## src/rtl/spi_word_master.sv

```systemverilog
// Mode-0 SPI initiator: one MSB-bit word per start request, CS active-high, MSB first.
// Optional MISO capture into dout is enabled by defining SPI_WORD_MASTER_MISO_EN.
module spi_word_master #(
  parameter int unsigned MSB     = 8,
  parameter int unsigned CLK_DIV = 2
) (
  input  logic           clk,
  input  logic           rst_n,
  input  logic           start,
  input  logic [MSB-1:0] din,
  output logic           busy,
  output logic           done,
  output logic [MSB-1:0] dout,
  output logic           SCLK,
  output logic           CS,
  output logic           MOSI,
  input  logic           MISO
);

  localparam int unsigned PhW  = $clog2(CLK_DIV) + 1;
  localparam int unsigned BitW = $clog2(MSB);
  localparam logic [PhW-1:0]  PhLast   = PhW'(CLK_DIV - 1);
  localparam logic [BitW-1:0] BitFirst = BitW'(MSB - 1);

  typedef enum logic [2:0] {StIdle, StLead, StHigh, StLow, StTrail} state_e;

  state_e          state_q;
  logic [PhW-1:0]  phase_q;
  logic [BitW-1:0] bit_q;
  logic [MSB-1:0]  sh_q;
  logic            sclk_q;
  logic            cs_q;
  logic            busy_q;
  logic            done_q;
  logic            phase_end;

  assign phase_end = (phase_q == PhLast);

  // MOSI is the top bit of the shift register, which is cleared outside a transfer.
  always_ff @(posedge clk or negedge rst_n) begin
    if (!rst_n) begin
      state_q <= StIdle;
      phase_q <= '0;
      bit_q   <= '0;
      sh_q    <= '0;
      sclk_q  <= 1'b0;
      cs_q    <= 1'b0;
      busy_q  <= 1'b0;
      done_q  <= 1'b0;
    end else begin
      done_q <= 1'b0;
      if (state_q != StIdle) begin
        phase_q <= phase_end ? '0 : phase_q + 1'b1;
      end
      case (state_q)
        StIdle: begin
          if (start) begin
            sh_q    <= din;
            bit_q   <= BitFirst;
            cs_q    <= 1'b1;
            busy_q  <= 1'b1;
            sclk_q  <= 1'b0;
            phase_q <= '0;
            state_q <= StLead;
          end
        end
        StLead, StLow: begin
          if (phase_end) begin
            sclk_q  <= 1'b1;
            state_q <= StHigh;
          end
        end
        StHigh: begin
          if (phase_end) begin
            sclk_q <= 1'b0;
            if (bit_q != '0) begin
              sh_q    <= sh_q << 1;
              bit_q   <= bit_q - 1'b1;
              state_q <= StLow;
            end else begin
              state_q <= StTrail;
            end
          end
        end
        StTrail: begin
          if (phase_end) begin
            cs_q    <= 1'b0;
            sh_q    <= '0;
            busy_q  <= 1'b0;
            done_q  <= 1'b1;
            state_q <= StIdle;
          end
        end
        default: state_q <= StIdle;
      endcase
    end
  end

  assign SCLK = sclk_q;
  assign CS   = cs_q;
  assign MOSI = sh_q[MSB-1];
  assign busy = busy_q;
  assign done = done_q;

`ifdef SPI_WORD_MASTER_MISO_EN
  logic [MSB-1:0] rx_q;
  logic [MSB-1:0] dout_q;
  logic           sclk_rise;

  assign sclk_rise = phase_end && ((state_q == StLead) || (state_q == StLow));

  always_ff @(posedge clk or negedge rst_n) begin
    if (!rst_n) begin
      rx_q   <= '0;
      dout_q <= '0;
    end else begin
      if (sclk_rise) begin
        rx_q <= {rx_q[MSB-2:0], MISO};
      end
      if ((state_q == StTrail) && phase_end) begin
        dout_q <= rx_q;
      end
    end
  end

  assign dout = dout_q;
`else
  logic unused_miso;
  assign unused_miso = MISO;
  assign dout        = '0;
`endif

endmodule
```

## config.mk

```make
export PLATFORM = sky130hd
export DESIGN_NAME = spi_word_master
export DESIGN_NICKNAME = d
export VERILOG_FILES = /design/src/rtl/spi_word_master.sv
export SDC_FILE = /design/constraint.sdc
export NUM_CORES = 1
export LEC_CHECK = 0
export CAP_MARGIN = 20
export CORE_MARGIN = 4
export CORE_UTILIZATION = 48
export DETAILED_ROUTE_END_ITERATION = 16
export HOLD_SLACK_MARGIN = 0.12
export PLACE_DENSITY = 0.75
export REMOVE_ABC_BUFFERS = 1
export SYNTH_ARGS = -nofsm -noshare
export SYNTH_HDL_FRONTEND = slang
export SYNTH_SLANG_ARGS = --single-unit
```

## constraint.sdc

```tcl
create_clock -name clk -period 2 [get_ports clk]
set_input_delay 0.3 -clock clk [delete_from_list [all_inputs] [get_ports clk]]
set_output_delay 0.3 -clock clk [all_outputs]
set_load 0.01 [all_outputs]
```

==> flow_summary.ini <==
[clocking]
ctsHoldBuffers = 0
htree_levels = 1
clkLatencyLatePin_ps = 300
cts_tree = built
root_buffer = clkbuf_4
cts_made_buffers = 3
clk_pin_slew_ps = 110
cts_sinks = 19
cts.path.max_buffers = 2

[floorplanning]
fp-row-count = 18
die_h_um = 58.5
dieWidth_um = 58.5
die_area_um2 = 3420
coreArea_um2 = 2450
pin_count = 25
start_util_pct = 49.8

[placement]
place_hpwl_um = 1880
io_buffer_count = 15
gp_congestion = 0.780
place_ws_ps = 13.6

[hold_path]
min_path_type = in -> async

[synthesis]
synth_edf_count = 0
synthArstFlopShare_pct = 100
synth_cells = 116
ys_ff_latch = 19
yosysWarningCount = 0
ys_seq_area_share_pct = 38.9
synth_area_um2 = 1220
syn_avg_cell_area_um2 = 10.5
synth_ff_type = dfrtp_1
synth_cell_type_count = 36

[cells_and_area]
nNetsFinal = 150
final_cell_mix = 19 x dfrtp_1, 15 x clkdlybuf4s50_1, 9 x a22o_2
fin_util_pct = 56.6
final_common_cell = dfrtp_1
drive_gt1_share_pct = 27.4
fillers = 228
syn_to_final_growth_pct = 13.7
insertedDiodeCount = 0

[timing]
setup_viol = 0
grt_setup_unrepaired = no
skew_ps = 3.76
fin_ws_ps = 81.6
worst_pin_slew_ps = 588
slew_viol_final = 0
min_period_ps = 1920
period_share_pct = 95.9
fmax_ghz = 0.521
hold_viol = 0
relSlewSlack_pct = 60.7
finalSetupTns_ps = 0

[grt]
grt_max_degree = 20
grt.overflow.total = 0
grt_util_all_layers_pct = 16.7
grt_pass1_wl_um = 4270
grt_pass1_vias = 905
grt_antenna_before_repair = 0

[critical_path]
setup.worst_path.end = sh_q[7]
regToRegEndpoint = sh_q[7]
cp-end-kind = flip-flop
rrSetupSlack_ps = 80
arrival_ps = 2110
critPathLaunch = bit_q[0]
startpoint_type = flip-flop
worstSetupPathType = reg -> reg
cp_max_fo = 8
cp.required_ps = 2190
reg2reg_depth = 6
reg2reg_from = bit_q[0]

[route]
wirelength_um = 2600
drc = 0
dr.pass1.iters = 4
post_drt_wl_per_cell_um = 15.7
ant_nets = 0
via_count = 928
dr.first_iter.drc_count = 50
vias_per_cell = 5.62

[outcome]
status = complete, no violations

[pwr]
p_leak_uw = 0.000619
irDropWorstVdd_mv = 0.925
powerDensity_nw_per_um2 = 1460

[flow_run]
drv_cap = 0
stage by stage:
stage               power (µW)  hold slack, ps  cell area, µm²  std cells
CTS                       2020             314            1380        164
finish                    2030             318            1390        165
global placement          1710             486            1340        159
detailed placement        1800             496            1340        159
global route              2210             317            1390        165
floorplan                 1470            4.41            1110        108
cells by family (layout without fill, tap and decap cells):
| family | count (synthesis) | in the layout | synth area share [%] |
|---|---|---|---|
| compound gates | 35 | 35 | 22.9 |
| xor+xnor | 1 | 1 | 0.717 |
| fa+ha+maj | 2 | 2 | 2.05 |
| buf+inv | 19 | 31 | 12.6 |
| flops | 19 | 19 | 38.9 |
| mux | 10 | 10 | 9.31 |
| other cells | 1 | 8 | 0.307 |
| simple gates | 29 | 29 | 13.2 |
metal layers:
metal	track usage, %	routed length (µm)
met5	0	0
met4	6.95	14
met3	2.85	81
met2	27.4	1360
met1	21.8	1140
synth_stat cells (all sizes together) (4+ instances only):
cell    n  share of area (%)
a21oi   7                2.9
a22o   14                 11
buf    15                 11
dfrtp  19                 39
inv     4                1.2
mux2    8                7.7
nand2   9                2.8
nor2    6                2.5
o21ai   7                2.9
cell type report:
type	instances	area (µm²)	area share, %
multi-input cells	85	624	44.9
flip-flops and latches	19	475	34.2
repair buffers	23	210	15.1
well taps	30	37.5	2.70
clock buffers	3	22.5	1.62
inverters	4	15.0	1.08
clock inverters	1	5.00	0.360
state kept, by name, summed over array words and instances (netlist names):
| register | flops |
|---|---|
| bit_q | 3 |
| phase_q | 2 |
| busy | 1 |
| state_q | 3 |
| SCLK | 1 |
| sh_q | 8 |
| done | 1 |
how the worst min path moves through the flow:
stage	slack (ps)	from	to	cells past startpoint
after floorplan	4	rst_n	SCLK	0
after global placement	490	SCLK	SCLK	2
after detailed placement	500	sh_q[3]	sh_q[3]	1
after CTS	310	rst_n	sh_q[6]	2
after global routing	320	rst_n	sh_q[6]	2
final	320	rst_n	sh_q[6]	2
critical path, cell delays in order, from the launching register on:
cell and delay (ps):
dfrtp_1 420, inv_2 90, ha_2 190, or2b_2 340, nand2_2 100, a2bb2oi_4 290, mux2_2 380
timing repair:
action | 4_1_cts | 5_1_grt
endpoints found under the setup margin | 1 | 8
buffers inserted | 1 | 1
cloned | 0 | 0
resized for setup | 0 | 3
power by group:
part	total (µW)	internal, µW	switching [µW]
clock	194	74.5	119
sequential	706	539	168
combinational	1130	617	513
No activity file was read; power rests on OpenSTA's default activity.
